File: config.mk
export PLATFORM = sky130hd
export DESIGN_NAME = muldiv_hilo
export DESIGN_NICKNAME = d
export VERILOG_FILES = /design/src/rtl/muldiv_hilo.sv
export SDC_FILE = /design/constraint.sdc
export NUM_CORES = 1
export LEC_CHECK = 0
export CAP_MARGIN = 20
export CORE_MARGIN = 3
export CORE_UTILIZATION = 45
export DETAILED_ROUTE_END_ITERATION = 8
export MAX_ROUTING_LAYER = met4
export PLACE_DENSITY_LB_ADDON = 0.05
export SYNTH_ARGS = -nofsm -noshare
export SYNTH_HDL_FRONTEND = slang
export SYNTH_SLANG_ARGS = --single-unit
File: constraint.sdc
create_clock -name clk -period 5.3 [get_ports clk]
set_input_delay 0.53 -clock clk [delete_from_list [all_inputs] [get_ports clk]]
set_output_delay 0.53 -clock clk [all_outputs]
set_load 0.005 [all_outputs]
File: src/rtl/muldiv_hilo.sv
// Iterative multiply/divide unit with architectural HI/LO registers for the EX stage.
// One radix-2 step per CALC cycle; busy stalls the pipeline, done pulses for one cycle.
module muldiv_hilo #(
  parameter int WIDTH              = 32,
  parameter int ALU_CONTROL_LENGTH = 5,
  parameter logic [ALU_CONTROL_LENGTH-1:0] ALU_CONTROL_MULT  = 5'd24,
  parameter logic [ALU_CONTROL_LENGTH-1:0] ALU_CONTROL_MULTU = 5'd25,
  parameter logic [ALU_CONTROL_LENGTH-1:0] ALU_CONTROL_DIVU  = 5'd26,
  parameter logic [ALU_CONTROL_LENGTH-1:0] ALU_CONTROL_MTHI  = 5'd27,
  parameter logic [ALU_CONTROL_LENGTH-1:0] ALU_CONTROL_MTLO  = 5'd28,
  parameter logic [ALU_CONTROL_LENGTH-1:0] ALU_CONTROL_MFHI  = 5'd29,
  parameter logic [ALU_CONTROL_LENGTH-1:0] ALU_CONTROL_MFLO  = 5'd30
) (
  input  logic                          clk,
  input  logic                          rst_n,
  input  logic                          start,
  input  logic                          cancel,
  input  logic [ALU_CONTROL_LENGTH-1:0] alu_control,
  input  logic [WIDTH-1:0]              src_a,
  input  logic [WIDTH-1:0]              src_b,
  output logic                          busy,
  output logic                          done,
  output logic [WIDTH-1:0]              hi,
  output logic [WIDTH-1:0]              lo,
  output logic [WIDTH-1:0]              result
);

  localparam logic [1:0] S_IDLE   = 2'd0;
  localparam logic [1:0] S_CALC   = 2'd1;
  localparam logic [1:0] S_DONE   = 2'd2;
  localparam logic [5:0] LAST_CNT = 6'(WIDTH - 1);

  logic [1:0]         r_state;
  logic [5:0]         r_cnt;
  logic               r_div;
  logic               r_neg;
  logic [WIDTH-1:0]   r_a;
  logic [WIDTH-1:0]   r_b;
  logic [2*WIDTH-1:0] r_acc;
  logic [WIDTH-1:0]   r_hi;
  logic [WIDTH-1:0]   r_lo;
  logic               r_busy;
  logic               r_done;

  logic [1:0]         w_state_nxt;
  logic [5:0]         w_cnt_nxt;
  logic               w_div_nxt;
  logic               w_neg_nxt;
  logic [WIDTH-1:0]   w_a_nxt;
  logic [WIDTH-1:0]   w_b_nxt;
  logic [2*WIDTH-1:0] w_acc_nxt;
  logic [WIDTH-1:0]   w_hi_nxt;
  logic [WIDTH-1:0]   w_lo_nxt;

  logic               w_accept;
  logic               w_signed;
  logic [WIDTH-1:0]   w_abs_a;
  logic [WIDTH-1:0]   w_abs_b;
  logic [WIDTH:0]     w_add;
  logic [2*WIDTH-1:0] w_prod;
  logic [2*WIDTH-1:0] w_prod_fix;
  logic [WIDTH:0]     w_shift;
  logic [WIDTH:0]     w_trial;
  logic               w_qbit;
  logic [WIDTH-1:0]   w_rem;
  logic [WIDTH-1:0]   w_quo;

  assign w_accept = (r_state != S_CALC) && start && !cancel;
  assign w_signed = (alu_control == ALU_CONTROL_MULT);

  // Magnitudes for the signed multiply; the most negative value maps to unsigned 2^(WIDTH-1).
  assign w_abs_a = (w_signed && src_a[WIDTH-1]) ? ({WIDTH{1'b0}} - src_a) : src_a;
  assign w_abs_b = (w_signed && src_b[WIDTH-1]) ? ({WIDTH{1'b0}} - src_b) : src_b;

  // Shift-add step: the upper half of the accumulator absorbs the multiplicand, then shifts right.
  assign w_add      = {1'b0, r_acc[2*WIDTH-1:WIDTH]} + (r_b[0] ? {1'b0, r_a} : {(WIDTH+1){1'b0}});
  assign w_prod     = {w_add, r_acc[WIDTH-1:1]};
  assign w_prod_fix = r_neg ? ({(2*WIDTH){1'b0}} - w_prod) : w_prod;

  // Restoring step: partial remainder lives in the accumulator's upper half, dividend/quotient in r_b.
  assign w_shift = {r_acc[2*WIDTH-1:WIDTH], r_b[WIDTH-1]};
  assign w_trial = w_shift - {1'b0, r_a};
  assign w_qbit  = ~w_trial[WIDTH];
  assign w_rem   = w_qbit ? w_trial[WIDTH-1:0] : w_shift[WIDTH-1:0];
  assign w_quo   = {r_b[WIDTH-2:0], w_qbit};

  // Next-state and datapath update logic.
  always_comb begin
    w_state_nxt = r_state;
    w_cnt_nxt   = r_cnt;
    w_div_nxt   = r_div;
    w_neg_nxt   = r_neg;
    w_a_nxt     = r_a;
    w_b_nxt     = r_b;
    w_acc_nxt   = r_acc;
    w_hi_nxt    = r_hi;
    w_lo_nxt    = r_lo;
    case (r_state)
      S_IDLE, S_DONE: begin
        w_state_nxt = S_IDLE;
        if (w_accept) begin
          case (alu_control)
            ALU_CONTROL_MULT, ALU_CONTROL_MULTU: begin
              w_state_nxt = S_CALC;
              w_cnt_nxt   = 6'd0;
              w_div_nxt   = 1'b0;
              w_neg_nxt   = w_signed && (src_a[WIDTH-1] ^ src_b[WIDTH-1]);
              w_a_nxt     = w_abs_a;
              w_b_nxt     = w_abs_b;
              w_acc_nxt   = {(2*WIDTH){1'b0}};
            end
            ALU_CONTROL_DIVU: begin
              w_state_nxt = S_CALC;
              w_cnt_nxt   = 6'd0;
              w_div_nxt   = 1'b1;
              w_neg_nxt   = 1'b0;
              w_a_nxt     = src_b;
              w_b_nxt     = src_a;
              w_acc_nxt   = {(2*WIDTH){1'b0}};
            end
            ALU_CONTROL_MTHI: w_hi_nxt = src_a;
            ALU_CONTROL_MTLO: w_lo_nxt = src_a;
            default:          w_state_nxt = S_IDLE;
          endcase
        end else begin
          w_state_nxt = S_IDLE;
        end
      end
      S_CALC: begin
        if (cancel) begin
          w_state_nxt = S_IDLE;
        end else begin
          if (r_div) begin
            w_acc_nxt = {w_rem, {WIDTH{1'b0}}};
            w_b_nxt   = w_quo;
          end else begin
            w_acc_nxt = w_prod;
            w_b_nxt   = {1'b0, r_b[WIDTH-1:1]};
          end
          if (r_cnt == LAST_CNT) begin
            w_state_nxt = S_DONE;
            if (r_div) begin
              w_hi_nxt = w_rem;
              w_lo_nxt = w_quo;
            end else begin
              w_hi_nxt = w_prod_fix[2*WIDTH-1:WIDTH];
              w_lo_nxt = w_prod_fix[WIDTH-1:0];
            end
          end else begin
            w_cnt_nxt = r_cnt + 6'd1;
          end
        end
      end
      default: w_state_nxt = S_IDLE;
    endcase
  end

  // State, datapath and registered status flags.
  always_ff @(posedge clk or negedge rst_n) begin
    if (!rst_n) begin
      r_state <= S_IDLE;
      r_cnt   <= 6'd0;
      r_div   <= 1'b0;
      r_neg   <= 1'b0;
      r_a     <= {WIDTH{1'b0}};
      r_b     <= {WIDTH{1'b0}};
      r_acc   <= {(2*WIDTH){1'b0}};
      r_hi    <= {WIDTH{1'b0}};
      r_lo    <= {WIDTH{1'b0}};
      r_busy  <= 1'b0;
      r_done  <= 1'b0;
    end else begin
      r_state <= w_state_nxt;
      r_cnt   <= w_cnt_nxt;
      r_div   <= w_div_nxt;
      r_neg   <= w_neg_nxt;
      r_a     <= w_a_nxt;
      r_b     <= w_b_nxt;
      r_acc   <= w_acc_nxt;
      r_hi    <= w_hi_nxt;
      r_lo    <= w_lo_nxt;
      r_busy  <= (w_state_nxt == S_CALC);
      r_done  <= (w_state_nxt == S_DONE);
    end
  end

  // Move-from read port; no forwarding from an in-flight operation.
  always_comb begin
    case (alu_control)
      ALU_CONTROL_MFHI: result = r_hi;
      ALU_CONTROL_MFLO: result = r_lo;
      default:          result = {WIDTH{1'b0}};
    endcase
  end

  assign busy = r_busy;
  assign done = r_done;
  assign hi   = r_hi;
  assign lo   = r_lo;

endmodule
==> flow_summary.json <==
{
  "status": "complete, but fails checks",
  "violations": "hold timing",
  "place_area_mm2": 0.0195,
  "post-cts-setup-buffers": 0,
  "grt_pass1_vias": 16825,
  "syn_area_per_cell_um2": 7.50,
  "critPathKind": "reg -> reg",
  "drive_gt1_frac": 0.0448,
  "power.total_mw": 8.61,
  "p_int_mw": 4.78,
  "root_buffer": "clkbuf_16",
  "area_growth_pct": 17.3,
  "num_io_pins": 171,
  "initial_core_util": 0.459,
  "design.core.area_mm2": 0.0378,
  "nNetsFinal": 2534,
  "chipWidth_um": 202,
  "p_sw_mw": 3.82,
  "crit_fanout": 11,
  "grt-ovfl-total": 0,
  "insertion_delay_ps": 560,
  "worst-path-buf-inv": 0,
  "cap_violations": 0,
  "vias_per_cell": 6.08,
  "period_needed_ps": 4860,
  "combPwrFrac": 0.513,
  "post-route-period-util": 0.918,
  "cts_tree": "done",
  "drt_first_pass_iters": 6,
  "synthArstFlopShare": 1.00,
  "grt_pass1_wl_um": 101000,
  "ant_nets": 0,
  "cts.path.max_buffers": 3,
  "gp_congestion": 0.966,
  "hold_buffers": 0,
  "path_cells": "and2_1, ha_1, fa_1, or4_1, nor3_1, nand4_1, nor4_1, nand4_1, or4b_1, or3_1, nor4_1, mux2i_1, o21ai_1",
  "p_sw_frac": 0.444,
  "critPathTopFamily": "simple AND/OR/NAND/NOR gates",
  "synthCells": 2313,
  "critPathArrivalTime_ps": 5290,
  "dieArea_mm2": 0.0410,
  "endpoint_kind": "register",
  "cp-startpoint": "r_b[0]$_DFFE_PN0P_",
  "power_frac_seq": 0.274,
  "regToRegStartpoint": "r_b[0]$_DFFE_PN0P_",
  "final_cell_area_mm2": 0.0204,
  "grt_antenna_before_repair": 0,
  "synth-seq-cells": 203,
  "hold_ws_ps": -31.3,
  "synthFlopType": "dfrtp_1",
  "clkTransAtPathRegs_ps": 60,
  "nFillCells": 3715,
  "slowest_stage": "or4b_1",
  "fmax_ghz": 0.206,
  "cts_resized": 0,
  "first_iter_violations": 1383,
  "worstMarginPinSlew_ps": 1050,
  "port_buffers": 170,
  "timing.setup.tns_ps": 0,
  "peakVddDrop_mv": 0.272,
  "synth_top_area_cell": "dfrtp_1",
  "slowest_delay_ps": 610,
  "dieHeight_um": 202,
  "drc": 0,
  "yosysTopAreaCellShare": 0.293,
  "grt_max_degree": 182,
  "rsz0062_at_grt": "false",
  "grt_usage": 0.321,
  "slew-limit-headroom": 0.297,
  "setup_viol": 0,
  "ys_warn_count": 0,
  "wirelength_um": 65900,
  "cts_buffers": 26,
  "synthTopCellsByArea": "dfrtp_1 29%, o21ai_0 7.5%, a21oi_1 7.4%",
  "fin_skew_ps": 9.27,
  "synthTopCellsByCount": "314 x nand2_1, 259 x o21ai_0, 256 x a21oi_1, 203 x dfrtp_1, 196 x nor2_1",
  "synth_area_mm2": 0.0174,
  "leakage_nw": 8.61,
  "synthDistinctLibCells": 76,
  "htreeDepth": 1,
  "critPathLaunchType": "register",
  "seq_area_frac_synth": 0.293,
  "pwr_density_cell_mw_per_mm2": 423,
  "critical_path_required_ps": 5730,
  "num_antenna_cells": 0,
  "dpl.hpwl_um": 49700,
  "numClockSinks": 203,
  "min_path_type": "in -> async",
  "synth_nets": 2456,
  "num_rows": 71,
  "synth_most_common_cell": "nand2_1",
  "slew_violations": 0,
  "vias": 17752,
  "finalHoldViolCount": 4,
  "clockPowerShare": 0.213,
  "postLayoutCoreUtil": 0.538,
  "synth_enable_flop_cells": 0,
  "wl_per_cell_um": 22.6
}
stage by stage:
stage	setup slack [ps]	std cells
after floorplan	928	2313
after global placement	571	2874
after detailed placement	524	2874
after CTS	492	2920
after global routing	55.4	2920
final	436	2920
final cells by class:
class / count / area (um^2) / area share
clock buffer: 38 / 757 / 0.0372
inverter: 71 / 267 / 0.0131
tap: 511 / 639 / 0.0314
sequential: 203 / 5080 / 0.250
multi-input combinational: 1886 / 11500 / 0.566
clock inverter: 8 / 100 / 0.00492
timing repair buffer: 203 / 1990 / 0.0979
power by group through the flow:
stage / clock, mW / sequential (mW) / combinational, mW
floorplan: 0 / 2.20 / 2.98
global placement: 0 / 2.38 / 4.30
detailed placement: 0 / 2.38 / 4.34
CTS: 1.86 / 2.36 / 4.37
global route: 1.91 / 2.40 / 4.85
finish: 1.83 / 2.36 / 4.41
cells by family after synthesis:
| family | count (synthesis) | synth area share |
|---|---|---|
| xor+xnor | 159 | 0.0802 |
| flops | 203 | 0.293 |
| simple gates | 771 | 0.206 |
| compound gates | 846 | 0.298 |
| fa+ha+maj | 70 | 0.0513 |
| mux | 40 | 0.0231 |
| buf+inv | 224 | 0.0486 |
path summary, 6_finish.rpt:
check,endpoint,slack (ps),cells after the start
min,r_a[29]$_DFFE_PN0P_,-30,1
min in group clk,r_b[17]$_DFFE_PN0P_,520,2
max reg2reg,hi[28]$_DFFE_PN0P_,440,13
max,hi[28]$_DFFE_PN0P_,440,13
min reg2reg,r_b[17]$_DFFE_PN0P_,520,2
max in group asynchronous,lo[24]$_DFFE_PN0P_,4270,2
flip-flops by register name (all words and copies together), names as in the netlist:
name	count
hi	32
busy	1
r_cnt	6
lo	32
r_b	32
r_a	32
r_state	2
r_neg	1
r_div	1
done	1
r_acc	63
layout by cell type (no fill, tap or decap), types with 7 or more instances in the layout:
cell             Yosys  routed
a211oi_1            19      19
a21o_1              41      41
a21oi_1            256     255
a22o_1              45      45
a31oi_1             39      39
and2_1              51      50
and3_1              10      10
buf_4                0      30
clkbuf_1           136       7
clkbuf_16            0      27
clkdlybuf4s50_1      0     169
dfrtp_1            203     202
ha_1                68      68
inv_1               69      69
mux2i_1             39      39
nand2_1            314     314
nand2b_1            17      16
nand3_1             21      21
nand4_1             21      21
nor2_1             196     194
nor2b_1             10       9
nor3_1              38      37
nor4_1               9       9
o211ai_1            66      66
o21a_1               9       9
o21ai_0            259     259
o31ai_1             31      31
o41ai_1             14      14
or2_2                7       7
or3_1               35      35
or4_1               13      13
xnor2_1             71      71
xor2_1              88      87
routing by layer:
| layer | GRT usage | wire (um) | vias to the layer above |
|---|---|---|---|
| met4 | 0.128 | 3160 | 0 |
| met3 | 0.0316 | 3530 | 132 |
| li1 | - | - | 8483 |
| met1 | 0.409 | 27600 | 8499 |
| met2 | 0.530 | 31700 | 638 |
| met5 | - | 0 | - |
No activity file was read; power rests on OpenSTA's default activity.
